[src/rtl/decoder_pkg.sv]
// Shared encodings and the one-hot helper for the sequenced N-to-2^N decoder.
package decoder_pkg;

    typedef enum logic [1:0] {
        MODE_LEVEL = 2'b00,
        MODE_PULSE = 2'b01,
        MODE_SCAN  = 2'b10,
        MODE_RSVD  = 2'b11
    } mode_t;

    typedef enum logic [1:0] {
        ST_IDLE,
        ST_HOLD,
        ST_PULSE,
        ST_SCAN
    } state_t;

    // Widest supported select is 8 bits; callers truncate to their 2^N width.
    localparam int unsigned MAX_W = 256;

    function automatic logic [MAX_W-1:0] onehot(input logic [7:0] idx);
        logic [MAX_W-1:0] v;
        v      = '0;
        v[idx] = 1'b1;
        return v;
    endfunction

endpackage

[src/rtl/dwell_counter.sv]
// Down-counter timing how long a code is held; tc flags the last held cycle.
// load has priority over dec; clr and rst return the count to zero.
module dwell_counter #(
    parameter int unsigned DWELL = 4
) (
    input  logic clk,
    input  logic rst,
    input  logic clr,
    input  logic load,
    input  logic dec,
    output logic tc
);
    localparam int unsigned CW = $clog2(DWELL + 1);

    logic [CW-1:0] count;

    always_ff @(posedge clk) begin
        if (rst || clr) begin
            count <= '0;
        end else if (load) begin
            count <= CW'(DWELL);
        end else if (dec && count != '0) begin
            count <= count - CW'(1);
        end
    end

    assign tc = (count == CW'(1));

endmodule

[src/rtl/decoder_n_seq.sv]
// N-to-2^N one-hot decoder with LEVEL, PULSE and SCAN modes, 1-cycle registered latency.
// in_ready drops while a pulse is still running, in SCAN/reserved modes and on a mode change.
module decoder_n_seq
    import decoder_pkg::*;
#(
    parameter int unsigned N          = 3,
    parameter int unsigned DWELL      = 4,
    parameter bit          ACTIVE_LOW = 1'b0
) (
    input  logic                clk,
    input  logic                rst,
    input  logic                en,
    input  logic [1:0]          mode,
    input  logic                in_valid,
    input  logic [N-1:0]        in_sel,
    output logic                in_ready,
    output logic [(1<<N)-1:0]   out,
    output logic                out_valid,
    output logic [N-1:0]        sel_q,
    output logic                wrap
);
    localparam int unsigned W = 1 << N;

    mode_t          mode_i;
    mode_t          mode_q;
    state_t         state;
    state_t         state_nxt;
    logic [N-1:0]   sel_r;
    logic [N-1:0]   sel_nxt;
    logic           wrap_r;
    logic           wrap_nxt;
    logic           mode_chg;
    logic           pulsing;
    logic           xfer;
    logic           tc;
    logic           cnt_load;
    logic           cnt_dec;
    logic           cnt_clr;
    logic [W-1:0]   logic_out;

    assign mode_i   = mode_t'(mode);
    assign mode_chg = (mode_i != mode_q);

    // The final cycle of a pulse counts as not pulsing so back-to-back pulses are gapless.
    // A mode change cycle refuses input because the FSM is about to return to IDLE.
    assign pulsing  = (state == ST_PULSE) && !tc;
    assign in_ready = en && !mode_chg &&
                      ((mode_i == MODE_LEVEL) || ((mode_i == MODE_PULSE) && !pulsing));
    assign xfer     = in_valid && in_ready;

    always_ff @(posedge clk) begin
        if (rst) begin
            state  <= ST_IDLE;
            sel_r  <= '0;
            wrap_r <= 1'b0;
            mode_q <= mode_i;
        end else if (en) begin
            state  <= state_nxt;
            sel_r  <= sel_nxt;
            wrap_r <= wrap_nxt;
            mode_q <= mode_i;
        end
    end

    always_comb begin
        state_nxt = state;
        sel_nxt   = sel_r;
        wrap_nxt  = 1'b0;
        cnt_load  = 1'b0;
        cnt_dec   = 1'b0;
        cnt_clr   = 1'b0;
        if (mode_chg) begin
            state_nxt = ST_IDLE;
            sel_nxt   = '0;
            cnt_clr   = 1'b1;
        end else begin
            case (state)
                ST_IDLE: begin
                    case (mode_i)
                        MODE_LEVEL: begin
                            if (xfer) begin
                                state_nxt = ST_HOLD;
                                sel_nxt   = in_sel;
                            end
                        end
                        MODE_PULSE: begin
                            if (xfer) begin
                                state_nxt = ST_PULSE;
                                sel_nxt   = in_sel;
                                cnt_load  = 1'b1;
                            end
                        end
                        MODE_SCAN: begin
                            state_nxt = ST_SCAN;
                            sel_nxt   = '0;
                            cnt_load  = 1'b1;
                        end
                        default: ;
                    endcase
                end
                ST_HOLD: begin
                    if (xfer) begin
                        sel_nxt = in_sel;
                    end
                end
                ST_PULSE: begin
                    if (!tc) begin
                        cnt_dec = 1'b1;
                    end else if (xfer) begin
                        sel_nxt  = in_sel;
                        cnt_load = 1'b1;
                    end else begin
                        state_nxt = ST_IDLE;
                        sel_nxt   = '0;
                        cnt_clr   = 1'b1;
                    end
                end
                ST_SCAN: begin
                    if (tc) begin
                        sel_nxt  = sel_r + N'(1);
                        wrap_nxt = (sel_r == {N{1'b1}});
                        cnt_load = 1'b1;
                    end else begin
                        cnt_dec = 1'b1;
                    end
                end
                default: begin
                    state_nxt = ST_IDLE;
                    sel_nxt   = '0;
                    cnt_clr   = 1'b1;
                end
            endcase
        end
    end

    // Counter actions are gated by en so a disabled block resumes with its remaining dwell.
    dwell_counter #(
        .DWELL (DWELL)
    ) u_dwell (
        .clk  (clk),
        .rst  (rst),
        .clr  (cnt_clr && en),
        .load (cnt_load && en),
        .dec  (cnt_dec && en),
        .tc   (tc)
    );

    always_comb begin
        out_valid = en && (state != ST_IDLE);
        logic_out = '0;
        sel_q     = '0;
        wrap      = 1'b0;
        if (out_valid) begin
            logic_out = W'(onehot(8'(sel_r)));
            sel_q     = sel_r;
            wrap      = wrap_r && (state == ST_SCAN);
        end
    end

    assign out = ACTIVE_LOW ? ~logic_out : logic_out;

endmodule

[config.mk]
export PLATFORM = sky130hd
export DESIGN_NAME = decoder_n_seq
export DESIGN_NICKNAME = d
export VERILOG_FILES = /design/src/rtl/decoder_pkg.sv /design/src/rtl/dwell_counter.sv /design/src/rtl/decoder_n_seq.sv
export SDC_FILE = /design/constraint.sdc
export NUM_CORES = 1
export LEC_CHECK = 0
export CORE_ASPECT_RATIO = 0.8
export CORE_MARGIN = 4
export CORE_UTILIZATION = 40
export CTS_CLUSTER_SIZE = 24
export DETAILED_ROUTE_END_ITERATION = 8
export GPL_ROUTABILITY_DRIVEN = 0
export GPL_TIMING_DRIVEN = 1
export PLACE_DENSITY_LB_ADDON = 0.15
export SLEW_MARGIN = 30
export SYNTH_ARGS = -nofsm -noshare
export SYNTH_HDL_FRONTEND = slang
export SYNTH_HIERARCHICAL = 1
export SYNTH_SLANG_ARGS = --single-unit
[constraint.sdc]
create_clock -name clk -period 5.9 [get_ports clk]
set_input_delay 1.77 -clock clk [delete_from_list [all_inputs] [get_ports clk]]
set_output_delay 1.77 -clock clk [all_outputs]
set_load 0.02 [all_outputs]
==> impl_metrics.yaml, run 1 <==
global_route:
  grt_max_degree: 15
  grt_pass1_wl_mm: 4.41
  grt_pass1_vias: 988
  grtUsageTotal_pct: 16.7
  grt_antenna_before_repair: 0
  overflow: 0
critical_path:
  cp_common_cell: "clkdlybuf4s50_1"
  worst_ep_arrival_time_ns: 3.61
  path_class: "in -> out"
  path_cells: "clkdlybuf4s50_1, and2_1, nand2_1, nor3_1, clkdlybuf4s50_1"
  crit_fanout: 13
  required_ns: 4.13
  cp_slowest_cell: "clkdlybuf4s50_1"
  crit_path_end_kind: "output port"
  max_stage_delay_ns: 0.68
  cp-start-kind: "input pin"
timing:
  rsz0062_at_grt: "false"
  fmax_mhz: 186
  period_minus_slack_ns: 5.38
  slew_violations: 0
  maxSlewHeadroom_pct: 53.2
  tightest_slew_ns: 0.697
  tns_ns: 0
  skew_ns: 0.00934
  hold_violations: 0
  post-route-period-util_pct: 91.2
  setup-violations-final: 0
  whs_ns: 0.474
synthesis:
  yosysSeqAreaShare_pct: 24.0
  async_flop_share_pct: 0
  synth_area_leaders: "dfxtp_1, ha_1, edfxtp_1, nor2_1, nand2_1"
  netlist_area_sq_um: 1000
  yosysTopAreaCell: "dfxtp_1"
  synth_top_area_share_pct: 18.0
  yosys_register_bits: 11
  yosysWarningCount: 6
  syn_nets: 147
  synth.avg_cell_area_sq_um: 7.70
  synth_cell_types: 41
  postSynthCellCount: 130
  synth_edf_count: 2
  synth_ff_type: "dfxtp_1"
pwr:
  p_int_mw: 0.128
  p_comb_share_pct: 27.1
  p_total_mw: 0.189
  p_switching_mw: 0.0612
  p_sw_share_pct: 32.3
  p_leak_nw: 0.484
  powerDensity_nw_per_um2: 150
  p_clk_share_pct: 28.6
  seq_power_share_pct: 44.3
  vdd_drop_max_mv: 0.0861
placed_design:
  dp_hpwl_mm: 2.01
  port_buffers: 22
die:
  boundaryPins: 23
  die-area_sq_um: 3370
  die_h_um: 52.7
  die_w_um: 63.9
  num_rows: 15
  core_sq_um: 2270
  start_util_pct: 44.1
drt:
  viasPerCell: 5.65
  routedWlPerCell_um: 13.9
  dr.pass1.iters: 4
  vias: 1056
  post-route-drc-count: 0
  ant_nets: 0
  wirelength_mm: 2.60
  drt_iter0_drc: 35
cells_and_area:
  nNetsFinal: 171
  antenna_cells: 0
  area_growth_pct: 26.4
  fin_util_pct: 55.7
  drive_above_1_share_pct: 7.84
clock_tree:
  cts_setup_buffers: 0
  ctsHtreeMaxLevel: 1
  ctsLongestPathBuffers: 2
  worstSkewPairLatency_ns: 0.28
  cts.sinks: 11
  hold_buffers: 0
  root_buffer: "clkbuf_4"
  cts_buffers: 3
  clkTransAtPathRegs_ns: 0.07
  ctsResizeCount: 0
  cts_tree: "done"
status:
  outcome: "complete, no violations"
job:
  drv_cap: 0
hold_path:
  hold_path_class: "reg -> reg"
-- power by group through the flow --
stage               sequential (mW)  clock (mW)  combinational [mW]
floorplan                    0.0825           0              0.0368
global placement             0.0855           0              0.0496
detailed placement           0.0854           0              0.0503
CTS                          0.0836      0.0557              0.0511
global route                 0.0845      0.0591              0.0568
finish                       0.0838      0.0541              0.0512
-- cells in the final DEF, fill, tap and decap left out, drive strengths merged, types with 4 or more instances in the layout --
cell type       n
nand3           5
clkbuf          4
nand2          11
nor3            6
and3            6
nand2b          6
o21ai           7
a21oi           8
dfxtp           9
nor2           15
inv             7
clkdlybuf4s50  22
ha              8
-- worst max-delay path, delay by kind of cell --
family	cells	cell delay (ns)
buffers and inverters	2	1.31
AND/OR/NAND/NOR	3	0.52
-- layout make-up --
cell class | count | area, sq um
fill | 226 | 1010
multi-input combinational | 109 | 709
sequential | 11 | 240
timing repair buffer | 22 | 220
tap | 34 | 42.5
clock buffer | 4 | 26.3
inverter | 7 | 26.3
-- sequential cells by signal (all words and copies together) (netlist names) --
| register | flops |
|---|---|
| wrap_r | 1 |
| state | 2 |
| mode_q | 2 |
| u_dwell/count | 3 |
| sel_r | 3 |
-- kinds of logic after synthesis --
kind of cell / Yosys count / share of synthesized area [%]
multiplexers: 1 / 1.00
AO/OA/AOI/OAI: 34 / 24.0
AND/OR/NAND/NOR: 64 / 34.1
XOR/XNOR: 2 / 1.75
adder cells (fa/ha/maj): 8 / 10.0
flip-flops: 11 / 24.0
buffers and inverters: 10 / 5.13
-- Yosys cell counts, types with 2 or more instances --
library cell	n
nor2_1	15
nand2_1	11
dfxtp_1	9
ha_1	8
inv_1	7
a21oi_1	6
and3_1	6
nand2b_1	6
nand3_1	5
nor3_1	5
o21ai_0	5
a21o_1	3
a311oi_1	3
and2_1	3
and2b_2	3
a21boi_0	2
a21oi_2	2
a31oi_1	2
edfxtp_1	2
nor2b_1	2
o211ai_1	2
o21ai_1	2
or2_2	2
xnor2_1	2
-- per-stage QoR --
step	instance area [sq um]	instances	worst slack, ns
finish	1260	187	0.521
global route	1260	187	0.399
floorplan	1000	130	1.48
detailed placement	1240	183	0.521
global placement	1240	183	0.568
CTS	1260	187	0.525
-- worst paths after layout --
path	depth (start not counted)	end	from	slack, ns
worst min register to register	2	wrap_r$_SDFFE_PP0P_	wrap_r$_SDFFE_PP0P_	0.47
worst min-delay path	2	wrap_r$_SDFFE_PP0P_	wrap_r$_SDFFE_PP0P_	0.47
worst max-delay path	5	out[1]	en	0.52
worst max register to register	10	u_dwell/count[1]$_SDFFE_PP0P_	u_dwell/count[1]$_SDFFE_PP0P_	3.53
-- layer usage --
metal	vias up	wire length (um)	GRT usage (%)
met1	487	1180	20.2
li1	528	-	-
met5	-	0	0
met3	6	157	3.65
met2	35	1220	29.0
met4	0	42	6.09
Power figures use the tool's default switching activity.
==> run 2, diff against run 1 <==
CORE_UTILIZATION = 53   (was 40)
==> impl_metrics.yaml, run 2 (synthesized netlist as in run 1, its figures left out) <==
status:
  outcome: "complete, no violations"
critical_path:
  required_ns: 4.13
  cp_common_cell: "clkdlybuf4s50_1"
  crit_fanout: 13
  max_stage_delay_ns: 0.71
  cp-start-kind: "input pin"
  cp_slowest_cell: "clkdlybuf4s50_1"
  r2r_start: "u_dwell/count[1]$_SDFFE_PP0P_"
  crit_path_end_kind: "output port"
  path_cells: "clkdlybuf4s50_1, and2_1, nand2_1, nor2_1, clkdlybuf4s50_1"
  rrSetupSlack_ns: 3.53
  ff2ff_path_depth: 10
  path_class: "in -> out"
  worst_ep_arrival_time_ns: 3.67
  r2r_end: "u_dwell/count[2]$_SDFFE_PP0P_"
timing:
  post-route-period-util_pct: 92.2
  tns_ns: 0
  maxSlewHeadroom_pct: 55.1
  tightest_slew_ns: 0.668
  fin_ws_ns: 0.459
  hold_violations: 0
  skew_ns: 0.00715
  fmax_mhz: 184
  rsz0062_at_grt: "false"
  setup-violations-final: 0
  whs_ns: 0.472
  slew_violations: 0
  period_minus_slack_ns: 5.44
drt:
  dr.pass1.iters: 4
  routedWlPerCell_um: 14.1
  viasPerCell: 5.89
  ant_nets: 0
  wirelength_mm: 2.47
  post-route-drc-count: 0
  vias: 1030
  drt_iter0_drc: 32
global_route:
  grtUsageTotal_pct: 21.0
  overflow: 0
  grt_pass1_wl_mm: 4.24
  grt_antenna_before_repair: 0
  grt_pass1_vias: 934
  grt_max_degree: 15
die:
  num_rows: 13
  die-area_sq_um: 2650
  die_h_um: 46.9
  die_w_um: 56.6
  start_util_pct: 58.6
  core_sq_um: 1710
  boundaryPins: 23
pwr:
  p_switching_mw: 0.0603
  p_clk_share_pct: 28.4
  p_int_mw: 0.128
  vdd_drop_max_mv: 0.102
  p_comb_share_pct: 27.0
  p_leak_nw: 0.484
  p_sw_share_pct: 32.0
  powerDensity_nw_per_um2: 151
  p_total_mw: 0.188
  seq_power_share_pct: 44.6
clock_tree:
  clkTransAtPathRegs_ns: 0.07
  ctsLongestPathBuffers: 2
  cts_setup_buffers: 0
  cts_buffers: 3
  cts.sinks: 11
  ctsResizeCount: 0
  cts_tree: "done"
  hold_buffers: 0
  worstSkewPairLatency_ns: 0.28
  root_buffer: "clkbuf_4"
  ctsHtreeMaxLevel: 1
cells_and_area:
  area_growth_pct: 24.9
  antenna_cells: 0
  layout_commonest_cell: "clkdlybuf4s50_1"
  nNetsFinal: 171
  drive_above_1_share_pct: 7.84
  instances_no_fill: 175
  top_regs: "sel_r x3, u_dwell/count x3"
  final_cell_mix: "clkdlybuf4s50_1, nor2_1, nand2_1"
placed_design:
  dpl_worst_slack_ns: 0.484
  dp_hpwl_mm: 1.93
  port_buffers: 22
  dp.cells: 171
hold_path:
  whs_endpoint: "wrap_r$_SDFFE_PP0P_"
  min_path_cells: 2
  min-delay-start: "wrap_r$_SDFFE_PP0P_"
  hold_path_class: "reg -> reg"
job:
  drv_cap: 0
==> run 2: final cells by class <==
cell class | count | area [sq um]
Clock buffer | 4 | 26.3
Timing Repair Buffer | 22 | 220
Tap cell | 22 | 27.5
Inverter | 7 | 26.3
Fill cell | 141 | 458
Sequential cell | 11 | 240
Multi-Input combinational cell | 109 | 709
==> run 2: metrics by stage <==
step           cell area, sq um  util (%)
5_1_grt                    1250      73.2
4_1_cts                    1250      73.2
3_3_place_gp               1220      71.6
3_5_place_dp               1220      71.6
2_1_floorplan              1000         -
6_report                   1250      73.2
==> run 2: worst max-delay path by stage <==
stage / startpoint / end / slack (ns) / cells after the start
after floorplan: en / out[1] / 1.48 / 3
after global placement: en / out[1] / 0.57 / 5
after detailed placement: en / out[0] / 0.48 / 5
after CTS: en / out[0] / 0.48 / 5
after global routing: en / out[0] / 0.34 / 5
final: en / out[3] / 0.46 / 5
==> run 2: worst max-delay path, delay by kind of cell <==
| kind | cells | cell delay [ns] |
|---|---|---|
| AND/OR/NAND/NOR | 3 | 0.55 |
| buffers and inverters | 2 | 1.35 |
==> run 2: layer usage <==
layer	wire length (um)	track usage (%)	up-vias
met2	1050	33.2	46
li1	-	-	518
met3	248	5.77	7
met1	1120	26.7	459
met4	51	10.9	0
met5	0	0	-
==> run 2: power groups by stage <==
| stage | clock [mW] | combinational, mW | sequential (mW) |
|---|---|---|---|
| floorplan | 0 | 0.0368 | 0.0825 |
| detailed placement | 0 | 0.0500 | 0.0855 |
| global route | 0.0587 | 0.0563 | 0.0846 |
| finish | 0.0534 | 0.0508 | 0.0840 |
| CTS | 0.0540 | 0.0503 | 0.0838 |
| global placement | 0 | 0.0489 | 0.0853 |
==> run 3, diff against run 2 <==
REMOVE_ABC_BUFFERS = 1   (was default)
==> impl_metrics.yaml, run 3 (synthesized netlist as in run 1, its figures left out) <==
timing:
  fmax_mhz: 184
  period_minus_slack_ns: 5.44
  setup-violations-final: 0
  skew_ns: 0.00600
  slew_violations: 0
  hold_violations: 0
  tightest_slew_ns: 0.602
  rsz0062_at_grt: "false"
  maxSlewHeadroom_pct: 59.6
  tns_ns: 0
  fin_ws_ns: 0.456
  post-route-period-util_pct: 92.3
hold_path:
  hold_path_class: "reg -> reg"
cells_and_area:
  drive_above_1_share_pct: 7.84
  area_growth_pct: 24.9
  layout_commonest_cell: "clkdlybuf4s50_1"
  final.fill_count: 145
  nNetsFinal: 171
  top_regs: "sel_r x3, u_dwell/count x3"
  final_cell_mix: "clkdlybuf4s50_1, nor2_1, nand2_1"
  fin_util_pct: 73.2
  antenna_cells: 0
die:
  start_util_pct: 58.6
  die_h_um: 46.9
  die_w_um: 56.6
  die-area_sq_um: 2650
  core_sq_um: 1710
  num_rows: 13
  boundaryPins: 23
critical_path:
  cp_num_buf_inv: 2
  cp.depth: 4
  rrSetupSlack_ns: 3.58
  r2r_end: "sel_r[2]$_SDFFE_PP0P_"
  cp_top_family: "buffers and inverters"
  required_ns: 4.13
  max_stage_delay_ns: 0.71
  setup.worst_path.start: "en"
  ff2ff_path_depth: 8
  path_class: "in -> out"
  crit_path_end: "in_ready"
  crit_path_end_kind: "output port"
  path_cells: "clkdlybuf4s50_1, nand3_1, nor2_1, clkdlybuf4s50_1"
  cp_slowest_cell: "clkdlybuf4s50_1"
  r2r_start: "u_dwell/count[1]$_SDFFE_PP0P_"
  worst_ep_arrival_time_ns: 3.67
  crit_fanout: 13
  cp_common_cell: "clkdlybuf4s50_1"
  cp-start-kind: "input pin"
placed_design:
  dpl_worst_slack_ns: 0.500
  port_buffers: 22
  dp_hpwl_mm: 2.08
drt:
  dr.pass1.iters: 4
  viasPerCell: 6.13
  vias: 1073
  drt_iter0_drc: 65
  routedWlPerCell_um: 15.2
  wirelength_mm: 2.66
  post-route-drc-count: 0
  ant_nets: 0
clock_tree:
  cts_tree: "done"
  hold_buffers: 0
  cts_buffers: 3
  cts.sinks: 11
  worstSkewPairLatency_ns: 0.28
  ctsHtreeMaxLevel: 1
  ctsResizeCount: 0
  ctsLongestPathBuffers: 2
  clkTransAtPathRegs_ns: 0.07
  root_buffer: "clkbuf_4"
  cts_setup_buffers: 0
pwr:
  powerDensity_nw_per_um2: 152
  p_leak_nw: 0.484
  vdd_drop_max_mv: 0.102
global_route:
  grt_max_degree: 15
  grt_pass1_wl_mm: 4.20
  overflow: 0
  grt_pass1_vias: 901
  grtUsageTotal_pct: 21.1
  grt_antenna_before_repair: 0
job:
  drv_cap: 0
status:
  outcome: "complete, no violations"
-- run 3: cell counts in the layout (fill, tap and decap cells not counted) --
Identical to the previous run, type by type.
-- run 3: where the power goes --
| group | internal [mW] | total [mW] | switching, mW |
|---|---|---|---|
| sequential | 0.0792 | 0.0842 | 0.00507 |
| combinational | 0.0226 | 0.0517 | 0.0290 |
| clock | 0.0262 | 0.0540 | 0.0278 |
-- run 3: per-stage QoR --
step           hold slack, ns  instance area [sq um]  instances  power, mW
6_report                0.474                   1250        175      0.190
5_1_grt                 0.495                   1250        175      0.202
4_1_cts                 0.476                   1250        175      0.190
3_3_place_gp            0.453                   1220        171      0.135
2_1_floorplan           0.434                    976        127      0.117
3_5_place_dp            0.465                   1220        171      0.136
-- run 3: worst min-delay path by stage --
stage | slack [ns] | from | to | depth (start not counted)
3_5_place_dp | 0.47 | wrap_r$_SDFFE_PP0P_ | wrap_r$_SDFFE_PP0P_ | 2
6_report | 0.47 | wrap_r$_SDFFE_PP0P_ | wrap_r$_SDFFE_PP0P_ | 2
5_1_grt | 0.50 | wrap_r$_SDFFE_PP0P_ | wrap_r$_SDFFE_PP0P_ | 2
4_1_cts | 0.48 | wrap_r$_SDFFE_PP0P_ | wrap_r$_SDFFE_PP0P_ | 2
2_1_floorplan | 0.43 | wrap_r$_SDFFE_PP0P_ | wrap_r$_SDFFE_PP0P_ | 2
3_3_place_gp | 0.45 | wrap_r$_SDFFE_PP0P_ | wrap_r$_SDFFE_PP0P_ | 2
-- run 3: cell type report --
cell class	instances	area (sq um)	share of cell area, %
Timing Repair Buffer	22	220	17.6
Clock buffer	4	26.3	2.10
Sequential cell	11	240	19.2
Multi-Input combinational cell	109	709	56.8
Tap cell	22	27.5	2.20
Inverter	7	26.3	2.10
-- run 3: metal layers --
metal	share of wire [%]	global-route usage (%)	wire length [um]
met1	42	26.4	1110
met2	46	34.8	1230
met3	9.9	6.32	264
met4	2.2	9.00	58
met5	0	0	0
-- run 3: worst reg2reg max path: cells and delay by family (launching register included) --
family | cells | cell delay [ns]
compound gates | 4 | 1.19
simple gates | 2 | 0.54
flops | 1 | 0.32
fa+ha+maj | 1 | 0.14
buf+inv | 1 | 0.09
